`src/rtl/spi_slave_pkg.sv`:
```
// Shared SPI target constants, PHY state encoding and flag helper.
package spi_slave_pkg;

  localparam int unsigned SPI_DEF_DATABITSIZE = 8;
  localparam int unsigned SPI_DEF_BUFFERSIZE  = 2;

  typedef enum logic [0:0] {
    PHY_IDLE   = 1'b0,
    PHY_ACTIVE = 1'b1
  } phy_state_e;

  // Sticky error flag: a set in the same cycle as a clear wins.
  function automatic logic sticky_next(input logic q, input logic set, input logic clr);
    return set | (q & ~clr);
  endfunction

endpackage

```
`src/rtl/spi_slave_fifo.sv`:
```
// Single-clock circular FIFO with registered usage/full/empty.
module spi_slave_fifo #(
  parameter int unsigned DEPTH = 2,
  parameter int unsigned WIDTH = 8
) (
  input  logic                     clk_i,
  input  logic                     rst_i,
  input  logic                     push_i,
  input  logic [WIDTH-1:0]         data_i,
  input  logic                     pop_i,
  output logic [WIDTH-1:0]         data_o,
  output logic [$clog2(DEPTH):0]   usage_o,
  output logic                     full_o,
  output logic                     empty_o
);

  localparam int unsigned AW = $clog2(DEPTH);
  localparam int unsigned CW = AW + 1;

  logic [WIDTH-1:0] mem_q [DEPTH];
  logic [AW-1:0]    wr_ptr_q, wr_ptr_d;
  logic [AW-1:0]    rd_ptr_q, rd_ptr_d;
  logic [CW-1:0]    count_q, count_d;
  logic             full_q, full_d;
  logic             empty_q, empty_d;
  logic             do_push;
  logic             do_pop;

  // Pointer/occupancy update; a push into a full FIFO succeeds only alongside a pop.
  always_comb begin
    do_pop   = pop_i & ~empty_q;
    do_push  = push_i & (~full_q | do_pop);
    wr_ptr_d = wr_ptr_q;
    rd_ptr_d = rd_ptr_q;
    if (do_push) wr_ptr_d = wr_ptr_q + AW'(1);
    if (do_pop)  rd_ptr_d = rd_ptr_q + AW'(1);
    count_d  = count_q + CW'(do_push) - CW'(do_pop);
    full_d   = (count_d == CW'(DEPTH));
    empty_d  = (count_d == '0);
  end

  // Control state registers.
  always_ff @(posedge clk_i or negedge rst_i) begin
    if (!rst_i) begin
      wr_ptr_q <= '0;
      rd_ptr_q <= '0;
      count_q  <= '0;
      full_q   <= 1'b0;
      empty_q  <= 1'b1;
    end else begin
      wr_ptr_q <= wr_ptr_d;
      rd_ptr_q <= rd_ptr_d;
      count_q  <= count_d;
      full_q   <= full_d;
      empty_q  <= empty_d;
    end
  end

  // Storage array; contents need no reset.
  always_ff @(posedge clk_i) begin
    if (do_push) mem_q[wr_ptr_q] <= data_i;
  end

  assign data_o  = mem_q[rd_ptr_q];
  assign usage_o = count_q;
  assign full_o  = full_q;
  assign empty_o = empty_q;

endmodule

```
`src/rtl/spi_slave_phy.sv`:
```
// SPI mode-0 bit engine: input synchronisers, edge detect, bit counter, shift registers.
module spi_slave_phy
  import spi_slave_pkg::*;
#(
  parameter int unsigned DW = 8
) (
  input  logic          clk_i,
  input  logic          rst_i,
  input  logic          sclk,
  input  logic          mosi,
  input  logic          ss,
  input  logic [DW-1:0] tx_word_i,
  output logic          miso,
  output logic          busy_o,
  output logic [DW-1:0] rx_word_o,
  output logic          wordreceived_c,
  output logic          dataneeded_c
);

  localparam int unsigned CW = $clog2(DW) + 1;

  phy_state_e    state_q, state_d;
  logic [2:0]    sclk_sync_q, sclk_sync_d;
  logic [2:0]    ss_sync_q, ss_sync_d;
  logic [1:0]    mosi_sync_q, mosi_sync_d;
  logic [CW-1:0] bitcnt_q, bitcnt_d;
  logic [DW-1:0] rx_sr_q, rx_sr_d;
  logic [DW-1:0] tx_sr_q, tx_sr_d;
  logic          done_q, done_d;
  logic          sclk_rise, sclk_fall, ss_fall, ss_rise;

  // Two-flop synchronisers plus a third stage for edge detection.
  always_comb begin
    sclk_sync_d = {sclk_sync_q[1:0], sclk};
    ss_sync_d   = {ss_sync_q[1:0], ss};
    mosi_sync_d = {mosi_sync_q[0], mosi};
    sclk_rise   =  sclk_sync_q[1] & ~sclk_sync_q[2];
    sclk_fall   = ~sclk_sync_q[1] &  sclk_sync_q[2];
    ss_fall     = ~ss_sync_q[1]   &  ss_sync_q[2];
    ss_rise     =  ss_sync_q[1]   & ~ss_sync_q[2];
  end

  // Next-state: word framing, rx sampling on sclk rise, tx shifting/reload on sclk fall.
  always_comb begin
    state_d        = state_q;
    bitcnt_d       = bitcnt_q;
    rx_sr_d        = rx_sr_q;
    tx_sr_d        = tx_sr_q;
    done_d         = done_q;
    wordreceived_c = 1'b0;
    dataneeded_c   = 1'b0;

    if (state_q == PHY_ACTIVE && bitcnt_q == CW'(DW)) begin
      wordreceived_c = 1'b1;
      bitcnt_d       = '0;
      done_d         = 1'b1;
    end

    case (state_q)
      PHY_IDLE: begin
        if (ss_fall) begin
          state_d      = PHY_ACTIVE;
          bitcnt_d     = '0;
          done_d       = 1'b0;
          dataneeded_c = 1'b1;
          tx_sr_d      = tx_word_i;
        end
      end
      PHY_ACTIVE: begin
        if (ss_rise) begin
          state_d  = PHY_IDLE;
          bitcnt_d = '0;
          done_d   = 1'b0;
          tx_sr_d  = '1;
        end else if (sclk_rise) begin
          rx_sr_d  = {rx_sr_q[DW-2:0], mosi_sync_q[1]};
          bitcnt_d = bitcnt_q + CW'(1);
        end else if (sclk_fall) begin
          if (bitcnt_q == '0 && done_q) begin
            dataneeded_c = 1'b1;
            tx_sr_d      = tx_word_i;
          end else begin
            tx_sr_d = {tx_sr_q[DW-2:0], 1'b1};
          end
        end
      end
      default: state_d = PHY_IDLE;
    endcase
  end

  // State and datapath registers.
  always_ff @(posedge clk_i or negedge rst_i) begin
    if (!rst_i) begin
      state_q     <= PHY_IDLE;
      sclk_sync_q <= '0;
      ss_sync_q   <= '1;
      mosi_sync_q <= '0;
      bitcnt_q    <= '0;
      rx_sr_q     <= '0;
      tx_sr_q     <= '1;
      done_q      <= 1'b0;
    end else begin
      state_q     <= state_d;
      sclk_sync_q <= sclk_sync_d;
      ss_sync_q   <= ss_sync_d;
      mosi_sync_q <= mosi_sync_d;
      bitcnt_q    <= bitcnt_d;
      rx_sr_q     <= rx_sr_d;
      tx_sr_q     <= tx_sr_d;
      done_q      <= done_d;
    end
  end

  assign miso      = tx_sr_q[DW-1];
  assign busy_o    = (state_q == PHY_ACTIVE);
  assign rx_word_o = rx_sr_q;

endmodule

```
`src/rtl/spi_slave.sv`:
```
// SPI target: PHY plus rx/tx word FIFOs and sticky overrun/underrun flags.
module spi_slave
  import spi_slave_pkg::*;
#(
  parameter int unsigned BUFFERSIZE = SPI_DEF_BUFFERSIZE,
  parameter int unsigned DATABITSIZE = SPI_DEF_DATABITSIZE,
  parameter logic [DATABITSIZE-1:0] TXIDLEWORD = '1
) (
  input  logic                          clk_i,
  input  logic                          rst_i,
  input  logic                          sclk,
  input  logic                          mosi,
  output logic                          miso,
  output logic                          miso_oe,
  input  logic                          ss,
  input  logic                          txbufferwriteenable,
  input  logic [DATABITSIZE-1:0]        txbufferdatain,
  output logic [$clog2(BUFFERSIZE):0]   txbufferusage,
  output logic                          txbufferfull,
  input  logic                          rxbufferreadenable,
  output logic [DATABITSIZE-1:0]        rxbufferdataout,
  output logic [$clog2(BUFFERSIZE):0]   rxbufferusage,
  output logic                          rxbufferempty,
  output logic                          busy_o,
  output logic                          overrun_o,
  output logic                          underrun_o,
  input  logic                          clrerr_i
);

  logic [DATABITSIZE-1:0] tx_head, tx_word, rx_word;
  logic                   tx_empty, tx_pop;
  logic                   rx_full;
  logic                   wordreceived, dataneeded, busy;
  logic                   overrun_set, underrun_set;
  logic                   overrun_q, overrun_d;
  logic                   underrun_q, underrun_d;

  spi_slave_phy #(.DW(DATABITSIZE)) u_phy (
    .clk_i          (clk_i),
    .rst_i          (rst_i),
    .sclk           (sclk),
    .mosi           (mosi),
    .ss             (ss),
    .tx_word_i      (tx_word),
    .miso           (miso),
    .busy_o         (busy),
    .rx_word_o      (rx_word),
    .wordreceived_c (wordreceived),
    .dataneeded_c   (dataneeded)
  );

  spi_slave_fifo #(.DEPTH(BUFFERSIZE), .WIDTH(DATABITSIZE)) u_txfifo (
    .clk_i   (clk_i),
    .rst_i   (rst_i),
    .push_i  (txbufferwriteenable),
    .data_i  (txbufferdatain),
    .pop_i   (tx_pop),
    .data_o  (tx_head),
    .usage_o (txbufferusage),
    .full_o  (txbufferfull),
    .empty_o (tx_empty)
  );

  spi_slave_fifo #(.DEPTH(BUFFERSIZE), .WIDTH(DATABITSIZE)) u_rxfifo (
    .clk_i   (clk_i),
    .rst_i   (rst_i),
    .push_i  (wordreceived),
    .data_i  (rx_word),
    .pop_i   (rxbufferreadenable),
    .data_o  (rxbufferdataout),
    .usage_o (rxbufferusage),
    .full_o  (rx_full),
    .empty_o (rxbufferempty)
  );

  // Word supply to the PHY and error-flag set/clear conditions.
  always_comb begin
    tx_word      = tx_empty ? TXIDLEWORD : tx_head;
    tx_pop       = dataneeded & ~tx_empty;
    underrun_set = dataneeded & tx_empty;
    overrun_set  = wordreceived & rx_full & ~(rxbufferreadenable & ~rxbufferempty);
    overrun_d    = sticky_next(overrun_q, overrun_set, clrerr_i);
    underrun_d   = sticky_next(underrun_q, underrun_set, clrerr_i);
  end

  // Sticky error flags.
  always_ff @(posedge clk_i or negedge rst_i) begin
    if (!rst_i) begin
      overrun_q  <= 1'b0;
      underrun_q <= 1'b0;
    end else begin
      overrun_q  <= overrun_d;
      underrun_q <= underrun_d;
    end
  end

  assign busy_o     = busy;
  assign miso_oe    = busy;
  assign overrun_o  = overrun_q;
  assign underrun_o = underrun_q;

endmodule

```
`config.mk`:
```
export PLATFORM = sky130hd
export DESIGN_NAME = spi_slave
export DESIGN_NICKNAME = d
export VERILOG_FILES = /design/src/rtl/spi_slave_pkg.sv /design/src/rtl/spi_slave_fifo.sv /design/src/rtl/spi_slave_phy.sv /design/src/rtl/spi_slave.sv
export SDC_FILE = /design/constraint.sdc
export NUM_CORES = 1
export LEC_CHECK = 0
export BUFFER_PORTS_ARGS = -buffer_cell sky130_fd_sc_hd__buf_2
export CAP_MARGIN = 10
export CELL_PAD_IN_SITES_DETAIL_PLACEMENT = 1
export CELL_PAD_IN_SITES_GLOBAL_PLACEMENT = 1
export CORE_UTILIZATION = 25
export DETAILED_ROUTE_END_ITERATION = 8
export PLACE_DENSITY = 0.52
export SYNTH_ARGS = -nofsm -noshare
export SYNTH_HDL_FRONTEND = slang
export SYNTH_SLANG_ARGS = --single-unit
```
`constraint.sdc`:
```
create_clock -name clk_i -period 2.6 [get_ports clk_i]
set_input_delay 0.65 -clock clk_i [delete_from_list [all_inputs] [get_ports clk_i]]
set_output_delay 0.65 -clock clk_i [all_outputs]
set_load 0.02 [all_outputs]
```
### After elaboration in Yosys (flattened, before gate mapping)

Memories as Yosys holds them, arrays and structs flattened.
Cells that the tools add are included.

| word-level totals | value |
|---|---|
| output and inout bits | 19 |
| logic and storage cells | 103 |
| register bits | 44 |
| RAM bits | 32 |
| memories kept | 2 |

Memories:

| memory | depth | width | rd ports | clocked after memory_dff | write ports | line | text |
|---|---|---|---|---|---|---|---|
| u_rxfifo.mem_q | 2 | 8 | 1 | 0 | 1 | spi_slave_fifo.sv:20 | `logic [WIDTH-1:0] mem_q [DEPTH];` |
| u_txfifo.mem_q | 2 | 8 | 1 | 0 | 1 | spi_slave_fifo.sv:20 |  |

| cells by class | value |
|---|---|
| eq/ne operators | 6 |
| bitwise operators | 30 |
| reductions and logical operators | 7 |
| muxes and demuxes | 29 |
| $add $sub $neg | 9 |

Operators by type and width:

| kind | number |
|---|---|
| $mux W8 | 6 |
| $mux W4 | 4 |
| $pmux W8 S2 | 1 |
| $and A1 B1 Y1 | 14 |
| $mux W1 | 14 |
| $not A1 Y1 | 12 |
| $pmux W4 S2 | 1 |
| $ne A3 B3 Y1 const B | 2 |
| $pmux W1 S2 | 3 |
| $reduce_and A3 Y1 | 2 |
| $add A1 B1 Y1 const B | 4 |
| $add A2 B1 Y2 | 2 |
| $add A4 B1 Y4 const B | 1 |
| $eq A2 B2 Y1 const B | 2 |
| $eq A4 B4 Y1 const B | 1 |
| $logic_not A2 Y1 | 2 |
| $logic_not A4 Y1 | 1 |
| $or A1 B1 Y1 | 4 |
| $sub A2 B1 Y2 | 2 |
| $logic_and A1 B1 Y1 | 2 |
| $ne A2 B1 Y1 const B | 1 |

### Logic depth before layout (Yosys ltp)

Gate-level depths: netlist of run 1.

| logic depth | value |
|---|---|
| word-level depth | 14 |
| mapped depth | 9 |
| mapped depth without buffers | 9 |

### Modules after synthesis

From an unflattened synthesis of run 1, not the netlist that was laid out.

| unflattened totals | value |
|---|---|
| cell total of the unflattened synthesis | 225 |
| area, all modules | 3194.3 um2 |

By module, submodules not included:

| module | cells an instance | area an instance (um2) | times used |
|---|---|---|---|
| spi_slave_fifo | 46 | 833.3 | 2 |
| spi_slave_phy | 114 | 1381.3 | 1 |
| spi_slave | 19 | 146.4 | 1 |

### Least setup slack after synthesis of run 1

No wires, ideal clock.

| timing | value |
|---|---|
| path kind | register to register |
| start point | reg u_phy.bitcnt_q[0] |
| end point | mem u_txfifo.mem_q[0][0] (enable) |
| data required time | 2227 ps |
| slack | 456 ps |
| stages on the path, launching flop included | 7 |
| arrival time | 1771 ps |
| cell sequence | dfrtp_1 inv_1 ha_1 and4bb_2 nand4_1 a21oi_4 nor2b_1 |

| between the ends | value |
|---|---|
| cells in the longest elaborated chain, start to end | 13 |

RTL lines:

| what | line | text |
|---|---|---|
| start: declaration | spi_slave_phy.sv:26 | `logic [CW-1:0] bitcnt_q, bitcnt_d;` |
| start signal: assignment | spi_slave_phy.sv:107 | `bitcnt_q <= bitcnt_d;` |
| $logic_not A4 Y1 | spi_slave_phy.sv:79 | `if (bitcnt_q == '0 && done_q) begin` |
| $logic_and A1 B1 Y1 | spi_slave_phy.sv:79 |  |
| $mux W1 | spi_slave_phy.sv:79 |  |
| $mux W1 | spi_slave_phy.sv:78 | `end else if (sclk_fall) begin` |
| $mux W1 | spi_slave_phy.sv:75 | `end else if (sclk_rise) begin` |
| $mux W1 | spi_slave_phy.sv:70 | `if (ss_rise) begin` |
| $pmux W1 S2 | spi_slave_phy.sv:59 | `case (state_q)` |
| $and A1 B1 Y1 | spi_slave.sv:79 | `tx_pop = dataneeded & ~tx_empty;` |
| $and A1 B1 Y1 | spi_slave_fifo.sv:31 | `do_pop = pop_i & ~empty_q;` |
| $or A1 B1 Y1 | spi_slave_fifo.sv:32 | `do_push = push_i & (~full_q \| do_pop);` |
| $and A1 B1 Y1 | spi_slave_fifo.sv:32 |  |
| $mux W1 | spi_slave_fifo.sv:61 | `if (do_push) mem_q[wr_ptr_q] <= data_i;` |
| $mux W1 (implied by the code) | spi_slave_fifo.sv:61 |  |
| end: declaration | spi_slave_fifo.sv:20 |  |

Every way passes these cells.

### Worst setup path in the final report of run 1

| timing | value |
|---|---|
| start point | reg u_phy.bitcnt_q[0] |
| end point | reg u_txfifo.full_q, in the netlist u_txfifo.full_o |

| between the ends | value |
|---|---|
| cells in the longest elaborated chain, start to end | 14 |

RTL lines:

| what | line | text |
|---|---|---|
| $logic_not A4 Y1 * | spi_slave_phy.sv:79 |  |
| $logic_and A1 B1 Y1 * | spi_slave_phy.sv:79 |  |
| $mux W1 * | spi_slave_phy.sv:79 |  |
| $mux W1 * | spi_slave_phy.sv:78 |  |
| $mux W1 * | spi_slave_phy.sv:75 |  |
| $mux W1 * | spi_slave_phy.sv:70 |  |
| $pmux W1 S2 * | spi_slave_phy.sv:59 |  |
| $and A1 B1 Y1 * | spi_slave.sv:79 |  |
| $and A1 B1 Y1 * | spi_slave_fifo.sv:31 |  |
| named net u_txfifo.do_pop | spi_slave_fifo.sv:27 | `logic do_pop;` |
| $or A1 B1 Y1 | spi_slave_fifo.sv:32 |  |
| $and A1 B1 Y1 | spi_slave_fifo.sv:32 |  |
| $add A2 B1 Y2 | spi_slave_fifo.sv:37 | `count_d = count_q + CW'(do_push) - CW'(do_pop);` |
| $sub A2 B1 Y2 * | spi_slave_fifo.sv:37 |  |
| $eq A2 B2 Y1 * | spi_slave_fifo.sv:38 | `full_d = (count_d == CW'(DEPTH));` |
| named net u_txfifo.full_d | spi_slave_fifo.sv:24 | `logic full_q, full_d;` |
| end signal: assignment | spi_slave_fifo.sv:54 | `full_q <= full_d;` |
| end: declaration | spi_slave_fifo.sv:24 |  |

Mark *: on every way through the listed nets, which the timed path passes. The rest lies on a longest branch.
A chain may end at the register's enable or synchronous reset.

==> results of run 1 <==
==> per-layer routing <==
layer  up-vias  routed length [um]
li1        885                   -
met1       938                3070
met2        38                2690
met3         4                 201
met4         0                  74
met5         -                   0
==> cells in the mapped netlist, drive strengths merged <==
cell	count
nor2	3
a211oi	1
o221ai	1
mux2	23
clkbuf	2
xnor2	6
inv	15
mux2i	3
o22ai	3
and2	3
xor2	3
a21boi	2
nand4b	2
nor3b	2
a2111oi	1
ha	5
buf	7
edfxtp	32
a21oi	2
o31a	1
a221oi	2
o21ai	13
or2	1
dfrtp	31
and4bb	1
nand3b	1
o32ai	7
nand3	10
dfstp	13
nand4	3
a41oi	1
nand2	5
nor2b	7
nand2b	4
or3	1
==> power breakdown <==
part / internal, mW / switching, mW
clock network: 0.845 / 0.504
registers: 1.59 / 0.212
logic: 0.408 / 0.454
==> worst paths after layout <==
check                                                     from                              to  depth (start not counted)
worst max register to register     u_phy.bitcnt_q[0]$_DFF_PN0_       u_txfifo.full_o$_DFF_PN0_                          9
worst min register to register  u_phy.mosi_sync_q[0]$_DFF_PN0_  u_phy.mosi_sync_q[1]$_DFF_PN0_                          0
worst min-delay path            u_phy.mosi_sync_q[0]$_DFF_PN0_  u_phy.mosi_sync_q[1]$_DFF_PN0_                          0
max in group asynchronous                                rst_i   u_rxfifo.usage_o[0]$_DFF_PN0_                          2
min in group asynchronous                                rst_i          u_phy.busy_o$_DFF_PN0_                          2
worst max-delay path               u_phy.bitcnt_q[0]$_DFF_PN0_       u_txfifo.full_o$_DFF_PN0_                          9
==> cell type report <==
type	instances	area [sq um]
clock buffers	9	225
clock inverters	7	100
fillers	1316	8280
inverters	15	56.3
multi-input cells	117	948
flip-flops and latches	76	2080
well taps	168	210
repair buffers	40	215
==> state kept, by name, summed over array words and instances, names as in the netlist <==
register	flops
u_rxfifo.rd_ptr_q	1
u_phy.tx_sr_q	8
u_phy.done_q	1
u_txfifo.usage_o	2
u_rxfifo.full_o	1
u_phy.sclk_sync_q	3
u_phy.bitcnt_q	4
u_txfifo.mem_q	16
u_phy.rx_word_o	8
u_txfifo.empty_o	1
u_rxfifo.mem_q	16
u_phy.busy_o	1
u_rxfifo.wr_ptr_q	1
u_phy.mosi_sync_q	2
u_rxfifo.usage_o	2
u_txfifo.rd_ptr_q	1
underrun_o	1
u_rxfifo.empty_o	1
u_txfifo.full_o	1
overrun_o	1
u_txfifo.wr_ptr_q	1
u_phy.ss_sync_q	3
==> cell usage in the layout (no fill, tap or decap), drive strengths merged, types with 4 or more instances in the layout <==
cell type / netlist / final
edfxtp: 32 / 32
o32ai: 7 / 7
mux2: 23 / 23
buf: 7 / 40
nor2b: 7 / 7
ha: 5 / 5
o21ai: 13 / 13
dfstp: 13 / 13
nand2: 5 / 5
clkbuf: 2 / 9
inv: 15 / 16
xnor2: 6 / 6
nand2b: 4 / 4
nand3: 10 / 10
dfrtp: 31 / 31
==> per-stage QoR <==
step,util,hold WS [ns]
6_report,0.317,0.351
2_1_floorplan,-,0.331
4_1_cts,0.317,0.355
5_1_grt,0.317,0.358
3_5_place_dp,0.290,0.340
3_3_place_gp,0.290,0.335
==> logic make-up after synthesis <==
family	after synthesis	share of synthesized area
flops	76	0.661
simple gates	43	0.0840
compound gates	34	0.0808
mux	26	0.0920
buf+inv	24	0.0366
xor+xnor	9	0.0251
fa+ha+maj	5	0.0199
==> worst max-delay path, cell delays in order, from the launching register on <==
cell and delay, ns:
dfrtp_1 0.42, inv_1 0.06, ha_1 0.20, and4bb_2 0.26, a41oi_1 0.25, nor2_1 0.11
ha_1 0.21, xnor2_1 0.36, nand2b_1 0.17, mux2i_1 0.07
==> summary.txt, run 1 <==
Synthesis
  • Gate Count Post-Synth: 217
  • Synth top area share: 0.306
  • Yosys top cell by area: edfxtp_1
  • Mapped cell area: 0.00314 sq mm
  • FF+latch count, synth: 76
  • Avg Inst Size Synth: 14.5 sq um
  • Synth warnings: 0
  • Net Count, Synth: 238
  • Synth cell types: between 40 and 50
  • Post-synthesis sequential area ratio: 0.661
  • Dominant cells by area after synthesis: edfxtp_1 31%, dfrtp_1 25%, dfstp_2 11%

Clock tree
  • Hold buffer count at CTS: 0
  • CTS clk-pin slew, worst paths: 0.06 ns
  • Clock tree buffer depth: 2
  • Clk root buf: clkbuf_16
  • PostCTS Resize Cnt: 0
  • TritonCTS clock tree: yes
  • H-tree Lvls: 3
  • Post-CTS setup buffers: 0
  • CTS Sinks: 76
  • Total CTS buffers: 9
  • Worst-Skew Late Latency: ~0.33 ns

Floorplan
  • Starting density of the core: 0.259
  • DIE HEIGHT: around 110 um
  • Die area: between 0.01 and 0.015 sq mm
  • Core area: around 0.012 sq mm
  • Ports: 35
  • # rows: 40
  • Die width: 114 um

GRT
  • Pin count of the biggest net entering global routing: 45
  • Met3 Usage GRT: 0.0334
  • First-pass GRT wire length: roughly 10 mm
  • Met1 Usage GRT: 0.138
  • Initial antenna violation count: 0
  • Total track usage: 0.105
  • Most Crowded Layer GR: met2
  • M2 GR Usage: 0.156
  • Vias in the first global route: ~1900
  • Total congestion overflow: 0

Worst setup path
  • Kind of critical path: flop to flop
  • Kind of end point of the critical path: flop
  • Worst EP required: between 2 and 3 ns
  • Crit Path Max Fanout: 5
  • CP arrival: roughly 2.5 ns
  • Reg2Reg Setup Slack: about 0.36 ns
  • Crit start category: flop

STA
  • Worst Setup Slack, final: ~0.36 ns
  • Setup violators final: 0
  • Fmax: about 450 MHz
  • Min Clock Period, post-route: around 2.2 ns
  • Tcrit/Tclk final: 0.860
  • Worst rel slew slack: 0.605
  • Setup TNS Final: 0 ns
  • Worst clock skew: around 0.0075 ns
  • RSZ-0062 raised after global routing: no
  • Slew Limit Fails: 0
  • Final Hold Violating Endpoints: 0
  • Slew @ Worst Pin: about 0.59 ns

Layout
  • N_diodes: 0
  • Nets@finish: 280
  • Finished Cell Area: 0.00383 sq mm
  • Final non-filler cell total: about 430
  • Area delta synth->final: 22.0%
  • Share of cells above drive strength 1: 0.383

Placed design
  • Final GP Congestion: between 0.7 and 0.8
  • Port Buf Inserts: 34
  • Inst Count DP: ~420
  • Detail Placement HPWL: 4.02 mm
  • Placement Setup Slack: approximately 0.4 ns
  • DP Area: around 0.0035 sq mm

Detailed routing
  • DRC viols: 0
  • First drt pass iteration count: 4
  • Final ANT Viol Nets: 0
  • WL/cell: between 10 and 15 um
  • 1st-iter DRT viols: about 120
  • Vias/cell: 4.32
  • Detailed-route via count: around 1900
  • DRT Wirelength: 6.04 mm

Job
  • Max Cap Viol: 0

Power and ir drop
  • P_leak: roughly 1.5 nW
  • Cell area power density: between 1000 and 1500 mW/mm^2
  • Total power: roughly 4 mW
  • Max VDD drop: approximately 0.52 mV

Outcome
  • Status: finished, final reports clean

Min path
  • Hold WC Path Type: flop to flop
No activity file was read; power rests on OpenSTA's default activity.
==> run 2: changes to the inputs <==
- CORE_UTILIZATION: 25 -> 40
- PLACE_DENSITY: 0.52 -> 0.73
==> summary.txt, run 2 (same netlist as run 1, synthesis figures left out) <==
STA
  • Setup TNS Final: 0 ns (unchanged)
  • Min Clock Period, post-route: 2.19 ns (-0.0502 ns)
  • Slew @ Worst Pin: 0.561 ns (-0.0313 ns)
  • Tcrit/Tclk final: 0.841 (-0.0193)
  • Final Hold Violating Endpoints: 0 (unchanged)
  • Slew Limit Fails: 0 (unchanged)
  • Worst rel slew slack: 0.626 (+0.0209)
  • RSZ-0062 raised after global routing: no
  • Worst clock skew: 0.00870 ns (+0.00123 ns)
  • Setup violators final: 0 (unchanged)
  • Fmax: 458 MHz (+2.3%)

Worst setup path
  • Kind of end point of the critical path: flop
  • Kind of critical path: flop to flop
  • Reg2Reg Setup Slack: 0.41 ns (+0.05 ns)
  • Crit Path Max Fanout: 5 (unchanged)
  • Worst EP required: 2.87 ns (+0.05 ns)
  • CP arrival: 2.45 ns (about the same)
  • Crit start category: flop

Detailed routing
  • 1st-iter DRT viols: 87 (-28%)
  • DRT Wirelength: 5.50 mm (-8.9%)
  • WL/cell: 15.1 um (+8.1%)
  • Vias/cell: 5.10 (+18%)
  • DRC viols: 0 (unchanged)
  • Final ANT Viol Nets: 0 (unchanged)
  • First drt pass iteration count: 4 (unchanged)
  • Detailed-route via count: 1855 (-0.54%)

Clock tree
  • CTS Sinks: 76 (unchanged)
  • Total CTS buffers: 9 (unchanged)
  • CTS clk-pin slew, worst paths: 0.08 ns (+0.02 ns)
  • Clock tree buffer depth: 2 (unchanged)
  • TritonCTS clock tree: yes
  • H-tree Lvls: 3 (unchanged)
  • Hold buffer count at CTS: 0 (unchanged)
  • PostCTS Resize Cnt: 0 (unchanged)
  • Post-CTS setup buffers: 0 (unchanged)
  • Worst-Skew Late Latency: 0.34 ns (about the same)
  • Clk root buf: clkbuf_8

Layout
  • Finished Cell Area: 0.00360 sq mm (-6.0%)
  • Final non-filler cell total: 364 (-16%)
  • Nets@finish: 281 (+0.36%)
  • Biggest regs: u_rxfifo.mem_q (16), u_txfifo.mem_q (16)
  • Share of cells above drive strength 1: 0.385 (+0.00233)
  • Final Core Density: 0.487 (+0.170)
  • N_diodes: 0 (unchanged)
  • Area delta synth->final: 14.7%
  • Most frequent cells in the layout: 34 x buf_2, 32 x edfxtp_1, 31 x dfrtp_1
  • Most common cell after layout, fill and taps aside: buf_2

Placed design
  • Detail Placement HPWL: 3.87 mm (-3.7%)
  • DP Area: 0.00343 sq mm (-2.2%)
  • Final GP Congestion: 0.689 (-11%)
  • Inst Count DP: 348 (-16%)
  • Port Buf Inserts: 34 (unchanged)

Floorplan
  • # rows: 31 (-23%)
  • DIE HEIGHT: 90.6 um (-21%)
  • Die width: 90.6 um (-21%)
  • Starting density of the core: 0.424 (+0.165)
  • Core area: 0.00741 sq mm (-39%)
  • Ports: 35 (unchanged)
  • Die area: 0.00821 sq mm (-37%)

Power and ir drop
  • Max VDD drop: 0.434 mV (-17%)
  • Cell area power density: 954 mW/mm^2 (-8.7%)
  • P_leak: 1.45 nW (-3.8%)
  • Total power: 3.44 mW (-14%)

GRT
  • First-pass GRT wire length: 9.32 mm (-7.9%)
  • Initial antenna violation count: 0 (unchanged)
  • Total congestion overflow: 0 (unchanged)
  • Pin count of the biggest net entering global routing: 45 (unchanged)
  • Total track usage: 0.148 (+0.0428)
  • Vias in the first global route: 1863 (-2.8%)

Job
  • Max Cap Viol: 0 (unchanged)

Outcome
  • Status: finished, final reports clean

Min path
  • Hold WC Path Type: flop to flop
[run 2: per-stage QoR]
step / hold WS [ns] / setup WS (ns)
after global routing: 0.360 / 0.180
final: 0.352 / 0.415
after detailed placement: 0.337 / 0.431
after global placement: 0.332 / 0.491
after CTS: 0.356 / 0.397
after floorplan: 0.331 / 0.456
[run 2: cell type report]
type | count | area (sq um)
Fill cell | 770 | 3800
Sequential cell | 76 | 2080
Multi-Input combinational cell | 117 | 948
Timing Repair Buffer | 41 | 223
Clock buffer | 9 | 124
Tap cell | 99 | 124
Inverter | 15 | 56.3
Clock inverter | 7 | 51.3
[run 2: where the power goes]
group | total, mW | switching (mW) | internal [mW]
registers | 1.80 | 0.215 | 1.58
logic | 0.855 | 0.447 | 0.408
clock network | 0.787 | 0.437 | 0.351
total | 3.44 | 1.10 | 2.34
[run 2: worst max-delay path: stages (launching register included)]
cell	delay [ns]
dfrtp_1	0.42
inv_1	0.07
ha_1	0.21
and4bb_2	0.26
a41oi_1	0.23
nor2_1	0.10
ha_1	0.20
xnor2_1	0.19
or2_2	0.30
mux2i_1	0.14
[run 2: final timing paths]
path / to / from / cells after the start
worst max-delay path: u_txfifo.empty_o$_DFF_PN1_ / u_phy.bitcnt_q[0]$_DFF_PN0_ / 9
worst min-delay path: u_phy.mosi_sync_q[1]$_DFF_PN0_ / u_phy.mosi_sync_q[0]$_DFF_PN0_ / 0
worst max register to register: u_txfifo.empty_o$_DFF_PN1_ / u_phy.bitcnt_q[0]$_DFF_PN0_ / 9
worst min register to register: u_phy.mosi_sync_q[1]$_DFF_PN0_ / u_phy.mosi_sync_q[0]$_DFF_PN0_ / 0
max in group asynchronous: u_phy.tx_sr_q[5]$_DFFE_PN1P_ / rst_i / 2
min in group asynchronous: u_phy.sclk_sync_q[0]$_DFF_PN0_ / rst_i / 2
[run 2: routing by layer]
layer  wire length (um)  vias up  global-route usage  share of wire
met5                  0        -                   0              0
met2               2740       37               0.242           0.50
li1                   -      876                   -              -
met3                215        6              0.0522          0.039
met1               2500      936               0.183           0.45
met4                 42        0              0.0484         0.0076
==> run 3: changes to the inputs <==
- clock period: 2.6 -> 2.1 ns (I/O delays scaled with it)
==> summary.txt, run 3 (same netlist as run 1, synthesis figures left out) <==
Power and ir drop
  • Sequential Power Share: 0.495 (-0.028)
  • Sw Ratio: 0.325 (+0.00569)
  • Power Internal: 3.05 mW (+30%)
  • P_sw: 1.47 mW (+34%)
  • Clock power share: 0.229 (about the same)
  • Comb power frac: 0.276 (+0.028)
  • Cell area power density: 1190 mW/mm^2 (+25%)
  • P_leak: 1.53 nW (+5.4%)
  • Max VDD drop: 0.662 mV (+53%)

GRT
  • Pin count of the biggest net entering global routing: 26 (-42%)
  • Total track usage: 0.159 (+0.0108)
  • Initial antenna violation count: 0 (unchanged)
  • First-pass GRT wire length: 9.92 mm (+6.4%)
  • Total congestion overflow: 0 (unchanged)
  • Vias in the first global route: 2018 (+8.3%)

Worst setup path
  • Crit start category: flop
  • Crit Path Max Fanout: 6 (+1)
  • CP bufs+invs: 1 (unchanged)
  • CP top delay family: simple AND/OR/NAND/NOR gates
  • Kind of critical path: flop to flop
  • Kind of end point of the critical path: flop
  • Crit-path slowest cell: dfrtp_1
  • CP arrival: 2.31 ns (-0.14 ns)
  • Slowest stage delay, CP: 0.39 ns (-0.03 ns)
  • Critical path, cell by cell: inv_1 -> ha_2 -> and4bb_2 -> a41oi_2 -> nor2_2 -> ha_4 -> or2_2 -> mux2i_1
  • Worst EP required: 2.38 ns (-0.49 ns)

Detailed routing
  • Vias/cell: 5.04 (-1.1%)
  • DRC viols: 0 (unchanged)
  • Final ANT Viol Nets: 0 (unchanged)
  • DRT Wirelength: 6.05 mm (+10%)
  • First drt pass iteration count: 4 (unchanged)
  • Detailed-route via count: 1900 (+2.4%)
  • 1st-iter DRT viols: 74 (-15%)
  • WL/cell: 16.1 um (+6.3%)

Outcome
  • Status: finished, final reports clean

Layout
  • Final Core Density: 0.513 (+0.0260)
  • Most common cell after layout, fill and taps aside: buf_2
  • Nets@finish: 294 (+4.6%)
  • Fill cells: 760 (-1.3%)
  • Finished Cell Area: 0.00380 sq mm (+5.3%)
  • Final non-filler cell total: 377 (+3.6%)
  • Area delta synth->final: 20.9%
  • Biggest regs: u_rxfifo.mem_q (16), u_txfifo.mem_q (16)
  • Most frequent cells in the layout: 34 x buf_2, 32 x edfxtp_1, 30 x dfrtp_1
  • Share of cells above drive strength 1: 0.446 (+0.0611)
  • N_diodes: 0 (unchanged)

Floorplan
  • Die area: 0.00821 sq mm (unchanged)
  • Core area: 0.00741 sq mm (unchanged)
  • DIE HEIGHT: 90.6 um (unchanged)
  • Ports: 35 (unchanged)
  • Die width: 90.6 um (unchanged)
  • # rows: 31 (unchanged)
  • Starting density of the core: 0.424 (unchanged)

Placed design
  • Port Buf Inserts: 34 (unchanged)
  • DP Area: 0.00352 sq mm (+2.7%)
  • Inst Count DP: 355 (+2.0%)
  • Final GP Congestion: 0.771 (+12%)
  • Detail Placement HPWL: 4.06 mm (+5.0%)

Clock tree
  • Worst-Skew Late Latency: 0.36 ns (+0.02 ns)
  • Clock tree buffer depth: 2 (unchanged)
  • TritonCTS clock tree: yes
  • Clk root buf: clkbuf_8
  • CTS Sinks: 76 (unchanged)
  • H-tree Lvls: 3 (unchanged)
  • CTS clk-pin slew, worst paths: 0.09 ns (about the same)
  • Total CTS buffers: 9 (unchanged)

STA
  • Min Clock Period, post-route: 2.03 ns (-0.158 ns)
  • Setup violators final: 0 (unchanged)
  • Worst clock skew: 0.00900 ns (+0.000300 ns)
  • Setup TNS Final: 0 ns (unchanged)
  • Slew Limit Fails: 0 (unchanged)
  • Final Hold Violating Endpoints: 0 (unchanged)
  • Slew @ Worst Pin: 0.493 ns (-0.0684 ns)
  • Tcrit/Tclk final: 0.966 (+0.125)
  • Fmax: 493 MHz (+7.8%)
  • Worst rel slew slack: 0.671 (+0.0456)

Job
  • Max Cap Viol: 0 (unchanged)

Min path
  • Hold WC Path Type: input pin to async pin
run 3: cell count changes in the layout (fill, tap and decap cells not counted), sizes merged:
| cell | delta |
|---|---|
| buf | +13 |
| clkinv | -2 |
| clkinvlp | +1 |
| inv | +1 |
run 3: cell type report:
class | count | area (sq um) | share of cell area
sequential | 76 | 2080 | 0.548
timing repair buffer | 54 | 358 | 0.0942
multi-input combinational | 117 | 998 | 0.263
clock inverter | 7 | 57.6 | 0.0152
inverter | 15 | 56.3 | 0.0148
tap | 99 | 124 | 0.0326
clock buffer | 9 | 124 | 0.0326
run 3: what timing repair did:
action / CTS / global route
endpoints found under the setup margin: 2 / 18
hold buffers: 0 / 0
gates resized for setup: 2 / 8
cloned: 0 / 0
pin swaps: 0 / 7
setup buffers: 0 / 6
run 3: final timing paths:
path                                                 from                              to  slack, ns  cells past startpoint
hold / removal                                      rst_i  u_phy.sclk_sync_q[0]$_DFF_PN0_       0.12                      1
min in group clk_i                                     ss    u_phy.ss_sync_q[0]$_DFF_PN1_       0.26                      1
hold reg to reg            u_phy.sclk_sync_q[0]$_DFF_PN0_  u_phy.sclk_sync_q[1]$_DFF_PN0_       0.36                      0
setup / recovery              u_phy.bitcnt_q[0]$_DFF_PN0_      u_txfifo.empty_o$_DFF_PN1_       0.07                      8
max in group asynchronous                           rst_i    u_phy.tx_sr_q[7]$_DFFE_PN1P_       1.40                      2
setup reg to reg              u_phy.bitcnt_q[0]$_DFF_PN0_      u_txfifo.empty_o$_DFF_PN1_       0.07                      8
run 3: through the flow:
| stage | total power [mW] | hold WS, ns | setup WS (ns) |
|---|---|---|---|
| after floorplan | 2.99 | 0.229 | 0.0890 |
| after global placement | 3.34 | 0.332 | 0.0513 |
| after detailed placement | 3.40 | 0.336 | -0.0363 |
| after CTS | 4.45 | 0.127 | 0.00936 |
| after global routing | 4.77 | 0.147 | -0.0112 |
| final | 4.52 | 0.119 | 0.0723 |
run 3: power by group through the flow:
stage	registers [mW]	logic, mW	clock network, mW
2_1_floorplan	2.20	0.796	0
5_1_grt	2.29	1.36	1.12
3_3_place_gp	2.23	1.10	0
4_1_cts	2.23	1.15	1.07
3_5_place_dp	2.26	1.14	0
6_report	2.24	1.25	1.03
run 3: metal layers:
metal / vias up / share of wire / GRT usage
li1: 899 / - / -
met2: 38 / 0.49 / 0.252
met5: - / 0 / 0
met4: 0 / 0.014 / 0.0793
met3: 8 / 0.039 / 0.0412
met1: 955 / 0.45 / 0.202
